**config.mk**
```make
export PLATFORM = sky130hd
export DESIGN_NAME = bl_wl_bank_programmer
export DESIGN_NICKNAME = d
export VERILOG_FILES = /design/src/rtl/bl_wl_bank_programmer.sv
export SDC_FILE = /design/constraint.sdc
export NUM_CORES = 1
export LEC_CHECK = 0
export CELL_PAD_IN_SITES_DETAIL_PLACEMENT = 0
export CELL_PAD_IN_SITES_GLOBAL_PLACEMENT = 1
export CORE_AREA = 2 2 58 60
export CTS_CLUSTER_SIZE = 20
export DETAILED_ROUTE_END_ITERATION = 10
export DIE_AREA = 0 0 60 62
export PLACE_DENSITY_LB_ADDON = 0.1
export SETUP_SLACK_MARGIN = 0.02
export SYNTH_ARGS = -nofsm -noshare
export SYNTH_HDL_FRONTEND = slang
export SYNTH_SLANG_ARGS = --single-unit
```
**constraint.sdc**
```tcl
create_clock -name prog_clk -period 1.4 [get_ports prog_clk]
set_input_delay 0.21 -clock prog_clk [delete_from_list [all_inputs] [get_ports prog_clk]]
set_output_delay 0.21 -clock prog_clk [all_outputs]
set_load 0.01 [all_outputs]
```
**src/rtl/bl_wl_bank_programmer.sv**
```systemverilog
// bl_wl_bank_programmer
//   Memory-bank configuration controller for a grid tile's bl/wl bus.
//   On start, programs WL_WIDTH rows. Each row word is shifted in serially
//   over a valid/ready handshake, with the first bit landing in word[0].
//   The word is then driven on bl for one setup cycle. Next, wl[row] is
//   pulsed for WL_PULSE cycles, followed by one hold cycle before the
//   next row begins.
//
//   Ports:
//     prog_clk      programming clock (rising edge)
//     prog_reset_n  asynchronous active-low reset
//     start         request to program all rows (ignored while busy)
//     cfg_data      serial config bit
//     cfg_valid     cfg_data valid
//     cfg_ready     bit accepted this cycle when cfg_valid is high
//     bl            bit-line drive [0:BL_WIDTH-1]
//     wl            word-line drive [0:WL_WIDTH-1], one-hot or zero
//     busy          sequence in progress
//     done          sticky completion flag, cleared by the next start
//     err           sticky parity error flag
//
//   Optional feature macro: BL_WL_BANK_PROGRAMMER_PARITY_EN
//     When defined, each row carries one extra even-parity bit. A row
//     with bad parity loads bl but skips its wl pulse, and err is set.
//     When undefined, no parity bit is consumed and err stays 0.
module bl_wl_bank_programmer #(
  parameter int unsigned BL_WIDTH = 3,
  parameter int unsigned WL_WIDTH = 3,
  parameter int unsigned WL_PULSE = 2
) (
  input  logic                prog_clk,
  input  logic                prog_reset_n,
  input  logic                start,
  input  logic                cfg_data,
  input  logic                cfg_valid,
  output logic                cfg_ready,
  output logic [0:BL_WIDTH-1] bl,
  output logic [0:WL_WIDTH-1] wl,
  output logic                busy,
  output logic                done,
  output logic                err
);

`ifdef BL_WL_BANK_PROGRAMMER_PARITY_EN
  localparam int unsigned NBITS = BL_WIDTH + 1;
`else
  localparam int unsigned NBITS = BL_WIDTH;
`endif
  localparam int unsigned ROW_W = (WL_WIDTH > 1) ? $clog2(WL_WIDTH) : 1;
  localparam int unsigned BIT_W = ($clog2(BL_WIDTH + 1) > 1) ? $clog2(BL_WIDTH + 1) : 1;
  localparam int unsigned PC_W  = (WL_PULSE > 1) ? $clog2(WL_PULSE) : 1;

  typedef enum logic [2:0] {
    IDLE,
    SHIFT,
    SETUP,
    PULSE,
    HOLD,
    DONE
  } state_t;

  state_t             state_q, state_d;
  logic [ROW_W-1:0]   row_q, row_d;
  logic [BIT_W-1:0]   bitcnt_q, bitcnt_d;
  logic [PC_W-1:0]    pcnt_q, pcnt_d;
  logic [0:NBITS-1]   word_q, word_d, word_nxt;
  logic [0:BL_WIDTH-1] bl_q, bl_d;
  logic [0:WL_WIDTH-1] wl_q, wl_d;
  logic               done_q, done_d;
  logic               err_q, err_d;
  logic               perr_q, perr_d;
  logic               par_bad;

  // Word as it would look with the current cfg_data written in.
  always_comb begin
    word_nxt           = word_q;
    word_nxt[bitcnt_q] = cfg_data;
  end

`ifdef BL_WL_BANK_PROGRAMMER_PARITY_EN
  assign par_bad = ^word_nxt;
`else
  assign par_bad = 1'b0;
`endif

  assign cfg_ready = (state_q == SHIFT);
  assign busy      = (state_q != IDLE) && (state_q != DONE);
  assign bl        = bl_q;
  assign wl        = wl_q;
  assign done      = done_q;
  assign err       = err_q;

  always_comb begin
    state_d  = state_q;
    row_d    = row_q;
    bitcnt_d = bitcnt_q;
    pcnt_d   = pcnt_q;
    word_d   = word_q;
    bl_d     = bl_q;
    wl_d     = wl_q;
    done_d   = done_q;
    err_d    = err_q;
    perr_d   = perr_q;
    unique case (state_q)
      IDLE, DONE: begin
        if (start) begin
          row_d    = '0;
          bitcnt_d = '0;
          done_d   = 1'b0;
          err_d    = 1'b0;
          state_d  = SHIFT;
        end
      end
      SHIFT: begin
        if (cfg_valid) begin
          word_d = word_nxt;
          if (bitcnt_q == BIT_W'(NBITS - 1)) begin
            // bl is loaded on the same edge as the last bit, so it is
            // already valid during the SETUP cycle.
            bitcnt_d = '0;
            bl_d     = word_nxt[0:BL_WIDTH-1];
            perr_d   = par_bad;
            err_d    = err_q | par_bad;
            state_d  = SETUP;
          end else begin
            bitcnt_d = bitcnt_q + BIT_W'(1);
          end
        end
      end
      SETUP: begin
        pcnt_d = '0;
        if (perr_q) begin
          state_d = HOLD;
        end else begin
          wl_d        = '0;
          wl_d[row_q] = 1'b1;
          state_d     = PULSE;
        end
      end
      PULSE: begin
        if (pcnt_q == PC_W'(WL_PULSE - 1)) begin
          wl_d    = '0;
          state_d = HOLD;
        end else begin
          pcnt_d = pcnt_q + PC_W'(1);
        end
      end
      HOLD: begin
        if (row_q == ROW_W'(WL_WIDTH - 1)) begin
          bl_d    = '0;
          done_d  = 1'b1;
          state_d = DONE;
        end else begin
          row_d   = row_q + ROW_W'(1);
          state_d = SHIFT;
        end
      end
      default: state_d = IDLE;
    endcase
  end

  always_ff @(posedge prog_clk or negedge prog_reset_n) begin
    if (!prog_reset_n) begin
      state_q  <= IDLE;
      row_q    <= '0;
      bitcnt_q <= '0;
      pcnt_q   <= '0;
      word_q   <= '0;
      bl_q     <= '0;
      wl_q     <= '0;
      done_q   <= 1'b0;
      err_q    <= 1'b0;
      perr_q   <= 1'b0;
    end else begin
      state_q  <= state_d;
      row_q    <= row_d;
      bitcnt_q <= bitcnt_d;
      pcnt_q   <= pcnt_d;
      word_q   <= word_d;
      bl_q     <= bl_d;
      wl_q     <= wl_d;
      done_q   <= done_d;
      err_q    <= err_d;
      perr_q   <= perr_d;
    end
  end

endmodule

```
[Yosys cells after proc, flatten, opt, wreduce, memory -nomap -nowiden]
Index checks and enable logic that the tools add are counted.
Operators by class
  muxes and demuxes: 28
  shift operators: 0
  div/mod/pow operators: 0
  $lt $le $gt $ge: 4
  add/sub/neg operators: 3
  multiply operators: 0
  reductions and logical operators: 17
  bitwise gates (word level): 2
  equal/unequal tests: 14
Operator list (count)
  3-bit 2-to-1 mux: 9
  3-bit case mux with 5 select lines: 1
  3-bit case mux with 2 select lines: 2
  2-bit inequality test, second input constant: 5
  3-bit AND reduction: 3
  2-bit 2-to-1 mux: 4
  2-bit case mux with 2 select lines: 2
  4-bit AND reduction: 2
  2-bit nonzero test: 4
  3-bit by 2-bit equality test with 1-bit output, second input constant: 2
  3-bit equality test, second input constant: 2
  3-bit >= comparator, second input constant: 2
  3-bit by 1-bit < comparator with 1-bit output, second input constant: 2
  2-bit NOT with 3-bit output: 2
  1-bit 2-to-1 mux: 5
  2-bit by 1-bit adder with 2-bit output, second input constant: 2
  1-bit demux with 2-bit select: 2
  2-bit equality test, second input constant: 2
  1-bit case mux with 2 select lines: 2
  2-bit AND reduction: 2
  3-bit bitwise mux: 1
  3-bit by 1-bit equality test with 1-bit output, second input constant: 1
  1-bit logical AND: 3
  3-bit zero test: 1
  5 further kinds: 5
Storage, ports and cells
  bits in latches: 0
  flip-flop bits (word level): 18
  output and inout bits: 10
  memories kept: 0
  logic and storage cells: 76
  bits in writable memories: 0
  bits in read-only memories: 0
  input bits: 5

[Depth between registers and ports, before layout]
  depth in word-level cells: 9
  depth in mapped cells: 6

[Least setup slack after synthesis]
OpenSTA, ideal clock, no wires.
  path type: register to register
  start: register state_q[2]
  end: register state_q[2]
  required time: 1.272 ns
  path slack: -0.199 ns
  cell stages (with the launch flop): 6
  library setup time: 0.128 ns
  clock period less this slack: 1.599 ns
  data arrival time: 1.471 ns
  buffers on the path: 1
  cells stage by stage: dfrtp_1 buf_6 nor2b_2 or3_4 o22ai_2 mux2_1
On the way
  longest elaborated chain between the ends: 4
  elaborated cells between the ends (all ways): 13
  those cells by class: 9 x eq/ne; 1 x mux; 3 x reduce/logical
Ends and longest elaborated chain
  start: declaration: RTL line 62  | state_t state_q, state_d;
  start signal: assignment: RTL line 175  | state_q <= state_d;
  3-bit equality test / 3-bit zero test (equally long branches): RTL line 104  | unique case (state_q)
  2-bit OR reduction: RTL line 104
  2-bit inequality test (no line)
  4-bit AND reduction (no line)
Several ways; a longest one is shown, not always the timed one.
A chain may end at the register's enable or synchronous reset.

[Worst setup path after layout]
  start: register state_q[0]
  end: output port busy
On the way
  longest elaborated chain between the ends: 2
  elaborated cells between the ends (all ways): 3
  those cells by class: 1 x eq/ne; 2 x reduce/logical
Ends and longest elaborated chain
  3-bit inequality test / 3-bit nonzero test (equally long branches): RTL line 87  | assign busy = (state_q != IDLE) && (state_q != DONE);
  1-bit logical AND *: RTL line 87
  end: declaration: RTL line 39  | output logic busy,
Every way passes the cells marked *; elsewhere a longest branch is shown, timed or not.

==> metrics.md <==
| Metric | Value |
|---|---|
| WL met2 | `just over 1000 um` |
| Cell family with most CP delay | `simple AND/OR/NAND/NOR gates` |
| Vias per cell | `roughly 4.3` |
| Syn Nets | `about 100` |
| Die area | `3720 sq um` |
| Synth warnings | `0` |
| Final core area utilization | `44.08%` |
| Slew Viols, Final | `0` |
| Die Y-Extent | `just over 60 um` |
| Element type at the critical path start | `flop` |
| Sequential fraction of the synthesis area | `a little under half` |
| Antenna diode count | `0` |
| Max Cap Viol | `0` |
| Routed len/inst | `around 12 um` |
| Top cells by area, synth | `dfrtp_1, nand2_1, ha_1` |
| Commonest non-fill, non-tap cell in the layout | `nand2_1` |
| Total track usage | `13.23%` |
| Clock sink count | `17` |
| Critical Path AT | `between 1 and 1.5 ns` |
| Levels on crit path | `3` |
| Worst Setup End Kind | `primary output` |
| Reg clk slew, reported paths | `approximately 0.1 ns` |
| Area grow syn2layout | `55.34%` |
| Period minus WS final | `approximately 1.5 ns` |
| DP HPWL | `approximately 1500 um` |
| Syn avg cell area | `approximately 9.6 sq um` |
| VDD IR-drop max | `0.8715 mV` |
| Crit share post-route | `109.0%` |
| Routed met1 length | `1001 um` |
| First-pass GRT wire length | `roughly 3600 um` |
| Leakage | `slightly below 0.7 nW` |
| Row count | `21` |
| Final setup violation count | `3` |
| Final Skew | `approximately 0.0043 ns` |
| Largest net degree at the start of global routing | `18` |
| Status | `complete, but fails checks` |
| Clock Path Buffers | `2` |
| Comb pwr share | `~55%` |
| Cell Chain, Critical Path | `nor2b_1, or3_4, buf_6` |
| Placed Cells | `166` |
| Failing checks | `negative setup slack` |
| Routed length on met3 | `67 um` |
| RSZ-0062 raised after global routing | `yes` |
| Switching pwr | `0.8255 mW` |
| Worst-Skew Late Latency | `between 0.2 and 0.3 ns` |
| Critical path buffer and inverter count | `1` |
| Ports | `15` |
| DR iter-0 viols | `10` |
| Final count of hold timing violations | `0` |
| R2R depth | `4` |
| Sw frac | `35.19%` |
| Seq pwr share | `between 30% and 40%` |
| Hold WC Path Type | `in -> async` |
| Worst path slowest cell | `dfrtp_1` |
| DP Worst Slack | `-0.2192 ns` |
| Share of layout cells above drive strength 1 | `slightly below 40%` |
| Routed WL | `roughly 2100 um` |
| Initial antenna violation count | `0` |
| Syn Inst Count | `94` |
| Router iterations before antenna repair | `3` |
| F_max | `around 660 MHz` |
| CTS root buf | `clkbuf_4` |
| Required @ worst endpoint | `around 1.2 ns` |
| Most frequent cells in the layout | `nand2_1, buf_4, dfrtp_1` |
| Max incr delay on CP | `approximately 0.38 ns` |
| Post-Layout Cell Count | `~180` |
| GP Congestion | `0.7299` |
| Initial core utilization | `about 28%` |
| H-tree Lvls | `1` |
| Internal | `1.521 mW` |
| Final Net Count | `~140` |
| Routed via count | `759` |
| Vias in the first global route | `775` |
| Synth cell types | `31` |
| Total grt overflow | `0` |
| Max Used Layer | `met4` |
| Mapped cell area | `902.1 sq um` |
| Total power | `2.346 mW` |
| Clk pwr share | `a little under an eighth` |
| Pwr dens | `between 1500 and 2000 nW/um^2` |
| Worst Path Class, Setup | `reg -> out` |
| DR DRC count | `0` |
| Synth top area share | `between 40 and 50%` |
| Flops & latches, synth | `17` |
| CP max FO | `2` |
| TritonCTS buffer count | `3` |
| Worst setup margin | `-0.1265 ns` |
| Synth area leader | `dfrtp_1` |
| CORE AREA | `roughly 3200 sq um` |
| Final ANT Viol Nets | `0` |
| CTS tree | `done` |
| Die X | `around 60 um` |
| Port buffer count | `13` |
registers in the layout, indices dropped and copies added, names as in the netlist:
| register | flops |
|---|---|
| bl | 3 |
| state_q | 3 |
| wl | 3 |
| bitcnt_q | 2 |
| row_q | 2 |
| word_q | 2 |
| done | 1 |
| pcnt_q | 1 |
stage by stage:
step	instance area [sq um]	hold WS, ns	TNS, ns
after global placement	1190	0.4791	-1.674
after detailed placement	1190	0.4838	-1.575
after global routing	1401	0.2472	-0.7622
final	1401	0.2431	-0.2507
after floorplan	902.1	-0.08559	-0.1990
after CTS	1326	0.2416	-0.2927
synth_stat cells:
master / number
buf_2: 1
inv_1: 3
nand3b_1: 1
o22ai_2: 1
a21oi_1: 3
o21ai_0: 2
buf_6: 1
nand2_1: 21
mux2i_1: 3
nor3_2: 1
dfrtp_1: 17
or3_4: 1
a21boi_0: 1
clkbuf_1: 1
nand4bb_1: 1
conb_1: 1
a22o_1: 3
mux2_1: 3
nor3_1: 1
nand2b_1: 2
nor2b_2: 1
buf_4: 1
a22oi_1: 1
a21o_1: 1
nor2b_1: 4
a211o_1: 2
nor2_1: 7
ha_1: 3
inv_2: 1
a31o_1: 1
o21ai_1: 4
routing by layer:
metal  vias up  track usage, %
met4         0           6.667
met2         8           20.96
met5         -               0
met1       357           16.94
met3         2           3.106
li1        392               -
final timing paths:
| kind | from | endpoint | slack (ns) |
|---|---|---|---|
| min in group prog_clk | word_q[0] | bl[0] | 0.51 |
| max reg2reg | state_q[0] | state_q[2] | -0.11 |
| max | state_q[0] | busy | -0.13 |
| min | prog_reset_n | row_q[0] | 0.24 |
| max in group asynchronous | prog_reset_n | bitcnt_q[1] | 0.95 |
| min reg2reg | word_q[0] | bl[0] | 0.51 |
power by group through the flow:
stage	registers, mW	clock network (mW)	logic [mW]
after CTS	0.767	0.285	1.21
after detailed placement	0.780	0	0.982
after floorplan	0.806	0	0.503
after global routing	0.804	0.305	1.41
after global placement	0.780	0	0.980
final	0.780	0.267	1.30
cell families (layout without fill, tap and decap cells):
| logic type | after synthesis | in the layout | synth area share, % |
|---|---|---|---|
| AND/OR/NAND/NOR | 40 | 40 | 21.78 |
| AO/OA/AOI/OAI | 19 | 19 | 14.70 |
| flip-flops | 17 | 17 | 47.16 |
| buffers and inverters | 8 | 44 | 4.714 |
| multiplexers | 6 | 6 | 7.073 |
| adder cells (fa/ha/maj) | 3 | 3 | 4.161 |
| other | 1 | 1 | 0.4157 |
cell type report:
class | instances | area [sq um]
fill | 313 | 1778
multi-input combinational | 69 | 543.0
sequential | 17 | 425.4
timing repair buffer | 36 | 334.1
tap | 46 | 57.56
inverter | 4 | 15.01
clock buffer | 4 | 26.28
what timing repair did:
item	CTS	global route
gates cloned	1	0
hold buffers	0	0
pin swaps	3	5
resized for setup	29	16
setup endpoints to repair	15	16
setup buffers	3	2
No activity file was read; power rests on OpenSTA's default activity.
